`src/rtl/sha256_pkg.sv`:
```
// Shared definitions for the SHA-256 message-schedule sigma functions.
package sha256_pkg;

  localparam int unsigned WordWidth = 32;

  typedef logic [WordWidth-1:0] word_t;

  // Rotate/shift amounts for sigma0 (W[t-15]) and sigma1 (W[t-2]).
  localparam int unsigned S0_R1 = 7;
  localparam int unsigned S0_R2 = 18;
  localparam int unsigned S0_SH = 3;
  localparam int unsigned S1_R1 = 17;
  localparam int unsigned S1_R2 = 19;
  localparam int unsigned S1_SH = 10;

  // 32-bit rotate right; only called with 0 < n < 32.
  function automatic word_t rotr32(input word_t x, input int unsigned n);
    return (x >> n) | (x << (WordWidth - n));
  endfunction

endpackage

```
`src/rtl/sha256_sigma_comb.sv`:
```
// Combinational SHA-256 small sigma. SEL=0 selects sigma0, SEL=1 selects sigma1.
module sha256_sigma_comb
  import sha256_pkg::*;
#(
  parameter int unsigned SEL = 0
) (
  input  word_t x_i,
  output word_t s_o
);

  localparam int unsigned R1 = (SEL == 0) ? S0_R1 : S1_R1;
  localparam int unsigned R2 = (SEL == 0) ? S0_R2 : S1_R2;
  localparam int unsigned SH = (SEL == 0) ? S0_SH : S1_SH;

  if (SEL > 1) begin : gen_sel_check
    $error("sha256_sigma_comb: SEL must be 0 (sigma0) or 1 (sigma1)");
  end

  // Two rotates and a zero-filling shift, folded together with XOR.
  always_comb begin
    s_o = rotr32(x_i, R1) ^ rotr32(x_i, R2) ^ (x_i >> SH);
  end

endmodule

```
`src/rtl/sha256_small_sigma.sv`:
```
// SHA-256 message-schedule sigma0/sigma1 pair with optional output register stage.
// REG_OUT=1: one-cycle latency, data captured only on VALID_IN, sync active-high reset.
// REG_OUT=0: outputs follow the inputs combinationally and RST has no effect.
module sha256_small_sigma
  import sha256_pkg::*;
#(
  parameter int unsigned REG_OUT = 1,
  parameter int unsigned WIDTH   = 32
) (
  input  logic             CLK,
  input  logic             RST,
  input  logic             VALID_IN,
  input  logic [WIDTH-1:0] X0,
  input  logic [WIDTH-1:0] X1,
  output logic             VALID_OUT,
  output logic [WIDTH-1:0] S0,
  output logic [WIDTH-1:0] S1
);

  if (WIDTH != WordWidth) begin : gen_width_check
    $error("sha256_small_sigma: only WIDTH=32 is supported");
  end

  word_t s0_c, s1_c;
  word_t s0_d, s0_q;
  word_t s1_d, s1_q;
  logic  valid_q;

  sha256_sigma_comb #(
    .SEL (0)
  ) u_sigma0 (
    .x_i (X0),
    .s_o (s0_c)
  );

  sha256_sigma_comb #(
    .SEL (1)
  ) u_sigma1 (
    .x_i (X1),
    .s_o (s1_c)
  );

  // Data registers load only on a valid beat so idle (possibly X) inputs never reach them.
  always_comb begin
    s0_d = s0_q;
    s1_d = s1_q;
    if (VALID_IN) begin
      s0_d = s0_c;
      s1_d = s1_c;
    end
  end

  // Output stage; reset wins over a valid beat arriving in the same cycle.
  always_ff @(posedge CLK) begin
    if (RST) begin
      s0_q    <= '0;
      s1_q    <= '0;
      valid_q <= 1'b0;
    end else begin
      s0_q    <= s0_d;
      s1_q    <= s1_d;
      valid_q <= VALID_IN;
    end
  end

  // Constant select; synthesis drops the unused register stage when REG_OUT=0.
  always_comb begin
    if (REG_OUT != 0) begin
      S0        = s0_q;
      S1        = s1_q;
      VALID_OUT = valid_q;
    end else begin
      S0        = s0_c;
      S1        = s1_c;
      VALID_OUT = VALID_IN;
    end
  end

endmodule

```
`config.mk`:
```
export PLATFORM = sky130hd
export DESIGN_NAME = sha256_small_sigma
export DESIGN_NICKNAME = d
export VERILOG_FILES = /design/src/rtl/sha256_pkg.sv /design/src/rtl/sha256_sigma_comb.sv /design/src/rtl/sha256_small_sigma.sv
export SDC_FILE = /design/constraint.sdc
export NUM_CORES = 1
export LEC_CHECK = 0
export BUFFER_PORTS_ARGS = -buffer_cell sky130_fd_sc_hd__buf_4
export CAP_MARGIN = 20
export CORE_ASPECT_RATIO = 0.7
export CORE_MARGIN = 2
export CORE_UTILIZATION = 40
export CTS_CLUSTER_SIZE = 10
export DETAILED_ROUTE_END_ITERATION = 8
export PLACE_DENSITY = 0.73
export RECOVER_POWER = 100
export SLEW_MARGIN = 30
export SYNTH_ARGS = -nofsm -noshare
export SYNTH_HDL_FRONTEND = slang
export SYNTH_SLANG_ARGS = --single-unit
```
`constraint.sdc`:
```
create_clock -name CLK -period 1 [get_ports CLK]
set_input_delay 0 -clock CLK [delete_from_list [all_inputs] [get_ports CLK]]
set_output_delay 0 -clock CLK [all_outputs]
set_load 0.005 [all_outputs]
```
# Word-level counts from Yosys, hierarchy flattened
# Index checks and enable logic that the tools add are counted.
[op_classes]
bitwise = 8
[op_table]
columns = ["cell", "n"]
rows = [
  ["$xor A32 B32 Y32", 2],
  ["$or A13 B32 Y32", 1],
  ["$or A14 B32 Y32", 1],
  ["$or A15 B32 Y32", 1],
  ["$or A25 B32 Y32", 1],
  ["$xor A32 B22 Y32", 1],
  ["$xor A32 B29 Y32", 1],
]
[word_totals]
regBits = 65
inputBits = 67
out_inout_bits = 65
word_cells = 11

# Longest topological paths before layout
[depth]
depth_word = 3
depth_mapped = 5
ltp_nobuf = 3

# Hierarchy
# A second synthesis with hierarchy kept.
[unflattened]
hier_cells = 272
area_unflattened_um2 = 3641.0
[modules_own_cells]
columns = ["module", "instances", "cells_per_inst", "area_per_inst_um2", "seq_area_each_um2"]
rows = [
  ["sha256_small_sigma", 1, 208, 2311.0, 1301.2],
  ["sha256_sigma_comb (u_sigma0)", 1, 32, 719.4, 0.0],
  ["sha256_sigma_comb (u_sigma1)", 1, 32, 610.6, 0.0],
]

# Worst setup path before layout
# Ideal clock, no wire load.
[synth_path]
path_type = "input-to-reg"
start = "input VALID_IN"
end = "register s0_q[0], in the netlist S0[0]"
setup_time_ns = 0.116
arrival_ns = 0.608
required_ns = 0.884
setup_slack_ns = 0.276
cell_stages = 5
path_buffers = 3
path_cell_list = "buf_6 -> buf_6 -> buf_12 -> mux2i_1 -> nor2_2"
[synth_lines]
columns = ["element", "line_no", "text"]
rows = [
  ["start: declaration", "sha256_small_sigma.sv:12", "input logic VALID_IN,"],
  ["end signal: assignment", "sha256_small_sigma.sv:56", "s0_q <= '0;"],
  ["end signal: assignment", "sha256_small_sigma.sv:60", "s0_q <= s0_d;"],
  ["end: declaration", "sha256_small_sigma.sv:25", "word_t s0_d, s0_q;"],
]

# Worst setup path in the final report
[layout_path]
start = "register s0_q[20], in the netlist S0[20]"
end = "output S0[20]"
[layout_lines]
columns = ["element", "line_no", "text"]
rows = [
  ["end: declaration", "sha256_small_sigma.sv:16", "output logic [WIDTH-1:0] S0,"],
]
# No word-level cell between the ends.

==> metrics <==
outcome finished clean; drt drc 0; Clock Path Buffers 2; RR Startpoint S0[1]; CP arrival 900 ps; H-Tree Depth 3; Largest delay share family, worst path flip-flops; Crit path buffers/inverters 1; P&R area growth vs syn 35.42%; row count 29; CTS tree built; min cycle time layout 895.1 ps; Setup TNS 0 ps; CP Launch Type flip-flop; most frequent cells in the layout 72 x buf_4, 65 x dfxtp_1, 58 x clkbuf_4; Avg Vias per Cell just under 5; Placed Instance Area 0.004758 sq mm; Avg Cell Area, Syn between 10 and 15 sq um; Min-Delay Endpoint S1[24]; PortBufs 131; global-route wire length before repair around 15000 um; largest stage delay on the critical path approximately 400 ps; final WL 9820 um; DP HPWL 7682 um; core area 0.008999 sq mm; remaining antenna violation count 0; WS Path Type reg -> out; synth warn 0; initial antenna violation count 0; drt pass-1 iters 6; synth top area cells dfxtp_1 35%, xor3_1 17%, mux2i_1 9.0%, xnor2_1 4.5%, a211oi_2 4.4%; Inserted Clock Buffers 9; vias approximately 2900; Cell Chain, Critical Path clkbuf_4; vias in the first global route 2824; Clk Latency, worst-skew pair 320 ps; P_leak between 2 and 2.5 nW; Tcrit/Tclk final 0.8951; Final setup viols 0; CTS root buf clkbuf_16; average wire per standard cell 16.87 um; Yosys top cell area share 0.3535; Yosys reg bits 65; RR Endpoint S0[1]; IO Pins roughly 130; gpl congestion 0.8760; Hold Crit Class in -> reg; worst-path fanout max 2; die height 84.26 um; Worst path slowest cell dfxtp_1; Diodes inserted 0; Yosys cell types 22; total die area 0.009998 sq mm; Slew @ Worst Pin 348.7 ps; Post-Syn Nets around 390; post-CTS setup buffer count 0; fill cell count around 820; design area around 0.005 sq mm; Rel. slew slack 0.7671; fmax 1117 MHz; Post-CTS Hold Buffers 1; final hold vios 0; cells after synthesis 324; reg2reg setup slack 310 ps; worst hold start X1[9]; area leader, netlist dfxtp_1; Crit. End Element primary output; WHS Path Cells 3; maxcap violations 0; power per cell area 1521 mW/mm^2; share of cells above drive strength 1 0.3450; clock slew at reported path FFs 50 ps; most common cell after layout, fill and taps aside buf_4; initial drt markers around 150; total track usage 0.1963; GRT overflow 0; unrepaired setup endpoints after global routing no; sequential area share after synthesis 0.3535; R2R depth 2; fin nets 523; VDD IR-drop max 0.0008061 V; largest net degree at the start of global routing 36; Max Slew Vio Count 0; Mapped Area 0.003681 sq mm; Worst Path Required 1000 ps; clk_skew 0 ps; Initial Util 0.4091; clk sinks 65; Post-CTS Resized 0; chip width 118.7 um
[layout make-up]
| class | instances | area [sq um] | area share |
|---|---|---|---|
| clock buffers | 13 | 270.3 | 0.05422 |
| flip-flops and latches | 65 | 1301 | 0.2610 |
| well taps | 124 | 155.1 | 0.03112 |
| repair buffers | 141 | 1072 | 0.2151 |
| multi-input cells | 239 | 2186 | 0.4385 |
[sequential cells by signal (all words and copies together) (netlist names)]
signal and count:
VALID_OUT 1, S1 32, S0 32
[cells in the mapped netlist]
cell / instances
dfxtp_1: 65
nor2_1: 39
mux2i_1: 33
xor3_1: 27
nand2b_1: 24
xnor2_1: 19
nand2_1: 18
o221ai_1: 18
xor2_1: 18
a211oi_2: 13
nand3b_1: 9
nor3b_1: 9
buf_2: 8
o21ai_1: 6
buf_4: 4
buf_6: 4
buf_12: 3
and3b_1: 2
nor3b_2: 2
clkbuf_1: 1
nor2_2: 1
nor2b_1: 1
[worst register-to-register path, stage by stage (launching register included)]
cell and delay [ps]:
dfxtp_1 330, nand2b_1 70, o221ai_1 190
[per-layer routing]
| layer | global-route usage | vias to the layer above | share of wire |
|---|---|---|---|
| li1 | - | 1402 | - |
| met5 | 0 | - | 0 |
| met4 | 0.06602 | 0 | 0.015 |
| met2 | 0.3015 | 86 | 0.46 |
| met3 | 0.05027 | 11 | 0.050 |
| met1 | 0.2706 | 1369 | 0.47 |
[worst max-delay path by stage]
stage	from	to	cells past startpoint	slack, ps
after floorplan	VALID_IN	S0[0]	5	280
after global placement	VALID_IN	S1[13]	5	110
after detailed placement	VALID_IN	S0[26]	5	90
after CTS	S0[20]	S0[20]	1	120
after global routing	VALID_IN	S0[24]	5	60
final	S0[20]	S0[20]	1	100
[where the power goes]
| group | total, mW | leakage [nW] | internal [mW] | switching [mW] |
|---|---|---|---|---|
| registers | 2.96 | 0.537 | 2.83 | 0.131 |
| logic | 1.74 | 1.62 | 1.01 | 0.726 |
| clock network | 2.88 | 0.134 | 1.84 | 1.04 |
| total | 7.58 | 2.29 | 5.68 | 1.90 |
[stage by stage]
step                      cells  total power [mW]  hold slack, ps  utilization  setup WS (ps)
after detailed placement    568             4.810           332.5       0.5288          88.68
after floorplan             324             3.952           224.9            -          275.7
after global routing        582             7.929           10.88       0.5539          58.87
final                       582             7.580           13.38       0.5539          104.9
after global placement      568             4.770           310.9       0.5288          114.4
after CTS                   582             7.725           2.625       0.5599          115.2
[logic make-up (layout without fill, tap and decap cells)]
group / count (synthesis) / after routing / synth area share
flops: 65 / 65 / 0.3535
xor+xnor: 64 / 64 / 0.2624
mux: 33 / 33 / 0.08974
compound gates: 37 / 37 / 0.09517
simple gates: 105 / 105 / 0.1506
buf+inv: 20 / 154 / 0.04861
Power figures use the tool's default switching activity.
